[src/rtl/seq_scan_pkg.sv]
// Shared types and constants for the word-level "1010" scan controller
// and its bit-serial Mealy detector.
package seq_scan_pkg;

  typedef enum logic [1:0] {
    IDLE,
    SHIFT,
    RESP
  } ctrl_state_e;

  typedef enum logic [1:0] {
    S0,
    S1,
    S10,
    S101
  } det_state_e;

  localparam logic [3:0] PATTERN = 4'b1010;

endpackage : seq_scan_pkg

[src/rtl/pattern_det_1010.sv]
// Bit-serial Mealy detector for the pattern held in seq_scan_pkg::PATTERN.
// Advances only on step; clr forces S0 and takes priority over step.
module pattern_det_1010
  import seq_scan_pkg::*;
(
  input  logic clk,
  input  logic rst,
  input  logic clr,
  input  logic step,
  input  logic ovl,
  input  logic x,
  output logic match
);

  det_state_e state_q, state_d;

  always_comb begin
    state_d = state_q;
    match   = 1'b0;
    if (clr) begin
      state_d = S0;
    end else if (step) begin
      case (state_q)
        S0:   state_d = (x == PATTERN[3]) ? S1 : S0;
        S1:   state_d = (x == PATTERN[2]) ? S10 : S1;
        S10:  state_d = (x == PATTERN[1]) ? S101 : S0;
        S101: begin
          if (x == PATTERN[0]) begin
            match   = 1'b1;
            // Overlap keeps the trailing "10" as the start of the next match
            state_d = ovl ? S10 : S0;
          end else begin
            state_d = S1;
          end
        end
        default: state_d = S0;
      endcase
    end
  end

  always_ff @(posedge clk or negedge rst) begin
    if (!rst) begin
      state_q <= S0;
    end else begin
      state_q <= state_d;
    end
  end

endmodule : pattern_det_1010

[src/rtl/seq_scan_ctrl.sv]
// Accepts a W-bit word, shifts it MSB-first through the 1010 detector and
// returns a saturating match count over a valid/ready result handshake.
module seq_scan_ctrl
  import seq_scan_pkg::*;
#(
  parameter int W  = 16,
  parameter int CW = 4
) (
  input  logic          clk,
  input  logic          rst,
  input  logic          in_valid,
  output logic          in_ready,
  input  logic [W-1:0]  in_data,
  input  logic          ovl,
  output logic          out_valid,
  input  logic          out_ready,
  output logic [CW-1:0] out_count,
  output logic          out_hit,
  output logic          busy
);

  localparam int BW = $clog2(W);
  localparam logic [CW-1:0] COUNT_MAX = {CW{1'b1}};
  localparam logic [BW-1:0] LAST_BIT  = BW'(W - 1);

  ctrl_state_e   state_q, state_d;
  logic [W-1:0]  shreg_q, shreg_d;
  logic [BW-1:0] bitcnt_q, bitcnt_d;
  logic [CW-1:0] count_q, count_d;
  logic          ovl_q, ovl_d;
  logic          det_clr, det_step, det_match;

  pattern_det_1010 u_det (
    .clk   (clk),
    .rst   (rst),
    .clr   (det_clr),
    .step  (det_step),
    .ovl   (ovl_q),
    .x     (shreg_q[W-1]),
    .match (det_match)
  );

  always_comb begin
    state_d  = state_q;
    shreg_d  = shreg_q;
    bitcnt_d = bitcnt_q;
    count_d  = count_q;
    ovl_d    = ovl_q;
    det_clr  = 1'b0;
    det_step = 1'b0;
    case (state_q)
      IDLE: begin
        if (in_valid) begin
          shreg_d  = in_data;
          ovl_d    = ovl;
          bitcnt_d = '0;
          count_d  = '0;
          det_clr  = 1'b1;
          state_d  = SHIFT;
        end
      end
      SHIFT: begin
        det_step = 1'b1;
        shreg_d  = {shreg_q[W-2:0], 1'b0};
        bitcnt_d = bitcnt_q + 1'b1;
        if (bitcnt_q == LAST_BIT) begin
          state_d = RESP;
        end
      end
      RESP: begin
        if (out_ready) begin
          state_d = IDLE;
        end
      end
      default: state_d = IDLE;
    endcase
    // Saturate rather than wrap so a full count still reads as "many"
    if (det_step && det_match && (count_q != COUNT_MAX)) begin
      count_d = count_q + 1'b1;
    end
  end

  always_ff @(posedge clk or negedge rst) begin
    if (!rst) begin
      state_q  <= IDLE;
      shreg_q  <= '0;
      bitcnt_q <= '0;
      count_q  <= '0;
      ovl_q    <= 1'b0;
    end else begin
      state_q  <= state_d;
      shreg_q  <= shreg_d;
      bitcnt_q <= bitcnt_d;
      count_q  <= count_d;
      ovl_q    <= ovl_d;
    end
  end

  assign in_ready  = (state_q == IDLE);
  assign out_valid = (state_q == RESP);
  assign busy      = (state_q != IDLE);
  assign out_count = count_q;
  assign out_hit   = |count_q;

endmodule : seq_scan_ctrl

[config.mk]
export PLATFORM = sky130hd
export DESIGN_NAME = seq_scan_ctrl
export DESIGN_NICKNAME = d
export VERILOG_FILES = /design/src/rtl/seq_scan_pkg.sv /design/src/rtl/pattern_det_1010.sv /design/src/rtl/seq_scan_ctrl.sv
export SDC_FILE = /design/constraint.sdc
export NUM_CORES = 1
export LEC_CHECK = 0
export ABC_AREA = 1
export BUFFER_PORTS_ARGS = -buffer_cell sky130_fd_sc_hd__buf_2
export CAP_MARGIN = 30
export CORE_MARGIN = 2
export CORE_UTILIZATION = 55
export CTS_CLUSTER_SIZE = 10
export DETAILED_ROUTE_END_ITERATION = 12
export HOLD_SLACK_MARGIN = 0.08
export PLACE_DENSITY = 0.79
export SKIP_LAST_GASP = 1
export SYNTH_ARGS = -nofsm -noshare
export SYNTH_HDL_FRONTEND = slang
export SYNTH_SLANG_ARGS = --single-unit
[constraint.sdc]
create_clock -name clk -period 2.8 [get_ports clk]
set_input_delay 0.28 -clock clk [delete_from_list [all_inputs] [get_ports clk]]
set_output_delay 0.28 -clock clk [all_outputs]
set_load 0.05 [all_outputs]
==> metrics.md <==
| Metric | Value |
|---|---|
| Synth cell types | 22 |
| Die area | 0.00331 mm² |
| Gp weighted congestion | 0.764 |
| Total core area | about 0.0027 mm² |
| Layout Nets | 260 |
| Pin count of the biggest net entering global routing | 30 |
| DP HPWL | about 2000 µm |
| Root buf cell | clkbuf_4 |
| Initial Util | between 50% and 60% |
| First DRT Iteration DRCs | 63 |
| Share of cells above drive strength 1 | 21.1% |
| CTS H-Tree Depth | 2 |
| Min-delay worst type | in -> reg |
| Total GRT Usage | between 20% and 30% |
| Achievable Freq | 0.611 GHz |
| Max_cap viols | 0 |
| Hold Slack | around 0.18 ns |
| RSZ-0062 raised after global routing | no |
| Sequential-to-total area share from yosys stat | approximately 46% |
| Fin Setup TNS | 0 ns |
| Final Cycle Share | between 50 and 60% |
| Area Growth Syn to Fin | 11.5% |
| Die W | 57.5 µm |
| CTS tree | yes |
| Clk sinks | 29 |
| Vias per inst | approximately 5.1 |
| Leakage | around 1.0 nW |
| Worst-Margin Slew | between 0.6 and 0.7 ns |
| Setup crit end kind | output port |
| Commonest cells after routing, fill and taps aside | 110 x nand2_1, 29 x dfrtp_1, 28 x buf_2, 14 x inv_1, 11 x nand3_1 |
| Wire length per cell | around 11 µm |
| Worst clock skew | approximately 0.015 ns |
| Mapped Cells | slightly above 200 |
| Antenna viol nets, final | 0 |
| Pwr/cell area | approximately 1100 mW/mm² |
| Initial antenna violation count | 0 |
| Most common cell after layout, fill and taps aside | nand2_1 |
| Setup violations, final | 0 |
| Largest cells by area after synthesis | dfrtp_1 46%, nand2_1 26%, buf_6 3.6% |
| I/O pin cnt | 29 |
| Cell taking the most area after synthesis | dfrtp_1 |
| Cell Rows | 19 |
| Crit path kind | reg -> out |
| Synth Area per Inst | between 7 and 8 µm² |
| Crit path max fanout | 6 |
| Mapped Area | about 0.0016 mm² |
| Syn. warnings | 0 |
| Die Y | 57.5 µm |
| Max Slew Vio Count | 0 |
| Status | finished, final reports clean |
| Clock slew seen by the registers of the worst setup and hold paths | around 0.10 ns |
| CTS Buf Count | 5 |
| Hold Fails Final Rpt | 0 |
| Synth Register Bits | 29 |
| Global route overflow | 0 |
| Post-synth top area share | 46.1% |
| Vias in the first global route | around 1,300 |
| WL final | a little under 3000 µm |
| Critical Path Source Type | register |
| VDD IR max | about 0.7 mV |
| Worst path required time | 2.52 ns |
| Clock buffer depth | 2 |
| Worst path arrival time | about 1.4 ns |
| Minimum period implied by the final worst setup slack | ~1.6 ns |
| Slew HR | around 56% |
| Global-route wire length before repair | 5260 µm |
| I/O Buffers | 28 |
| Routed vias | 1,359 |
| Worst skew pair latency | around 0.33 ns |
| Pre-antenna DRT Iters | 4 |
| Remaining DRCs | 0 |
| Antenna cells | 0 |
| Mapped Nets | between 200 and 250 |
where the power goes:
group,switching [mW],internal [mW],total (mW)
Combinational,0.615,0.273,0.887
Clock,0.152,0.145,0.297
Sequential,0.126,0.590,0.716
synthesized netlist by cell type:
cell type / instances
nand4_1: 3
nand3_4: 1
inv_1: 14
nand2_4: 2
o21ai_2: 3
nor2_2: 2
buf_6: 5
o21ai_1: 2
nor2_4: 1
nand2_1: 110
buf_8: 1
inv_2: 2
clkbuf_8: 1
dfrtp_1: 29
a21oi_1: 1
o21ai_0: 4
nor2_1: 7
nand3_1: 11
xor2_1: 1
nand2_2: 2
ha_1: 3
o22ai_1: 1
cell type report:
type,count,area (µm²)
fill,245,978
sequential,29,726
multi-input combinational,154,703
timing repair buffer,30,158
clock buffer,7,65.1
inverter,16,60.1
tap,31,38.8
clock inverter,1,5.00
registers in the layout (all words and copies together) (netlist names):
register,count
u_det.state_q,2
ovl_q,1
out_count,4
state_q,2
bitcnt_q,4
shreg_q,16
per-layer routing:
layer / share of wire [%] / up-vias / routed length [µm] / track usage [%]
met5: 0 / - / 0 / 0
met4: 1.6 / 0 / 48 / 7.64
met3: 5.4 / 5 / 158 / 6.58
met2: 48 / 34 / 1400 / 35.4
met1: 45 / 626 / 1310 / 24.4
li1: - / 694 / - / -
logic make-up (layout without fill, tap and decap cells):
family          Yosys count  in the layout  synth area share (%)
fa+ha+maj                 3              3                  2.38
flops                    29             29                  46.1
simple gates            139            139                  37.4
buf+inv                  23             54                  9.22
xor+xnor                  1              1                 0.557
compound gates           11             11                  4.29
final timing paths:
path | startpoint | end | slack (ns) | depth (start not counted)
min in group asynchronous | rst | out_count[2]$_DFFE_PN0P_ | 0.50 | 2
hold / removal | ovl | ovl_q$_DFFE_PN0P_ | 0.18 | 3
setup reg to reg | state_q[1]$_DFFE_PN0P_ | bitcnt_q[2]$_DFFE_PN0P_ | 1.22 | 6
max in group asynchronous | rst | bitcnt_q[0]$_DFFE_PN0P_ | 1.87 | 2
setup / recovery | out_count[0]$_DFFE_PN0P_ | out_hit | 1.16 | 4
hold reg to reg | shreg_q[3]$_DFFE_PN0P_ | shreg_q[3]$_DFFE_PN0P_ | 0.48 | 2
timing repair:
| action | in CTS | in global routing |
|---|---|---|
| resized for setup | 0 | 0 |
| buffers inserted | 0 | 0 |
| hold buffers | 1 | 0 |
| hold endpoints to repair | 29 | 0 |
stage by stage:
stage	util, %	power [mW]	setup slack (ns)	area (µm²)	cells
2_1_floorplan	-	1.52	1.18	1570	206
3_3_place_gp	61.3	1.60	1.29	1680	259
3_5_place_dp	61.3	1.62	1.25	1680	259
4_1_cts	64.2	1.91	1.15	1760	268
5_1_grt	64.2	2.08	1.05	1760	268
6_report	64.2	1.90	1.16	1760	268
critical path, cell delays in order (launching register included):
cell and delay [ns]:
dfrtp_1 0.45, inv_1 0.08, ha_1 0.19, nand2_1 0.05, buf_2 0.25
No activity file was read; power rests on OpenSTA's default activity.
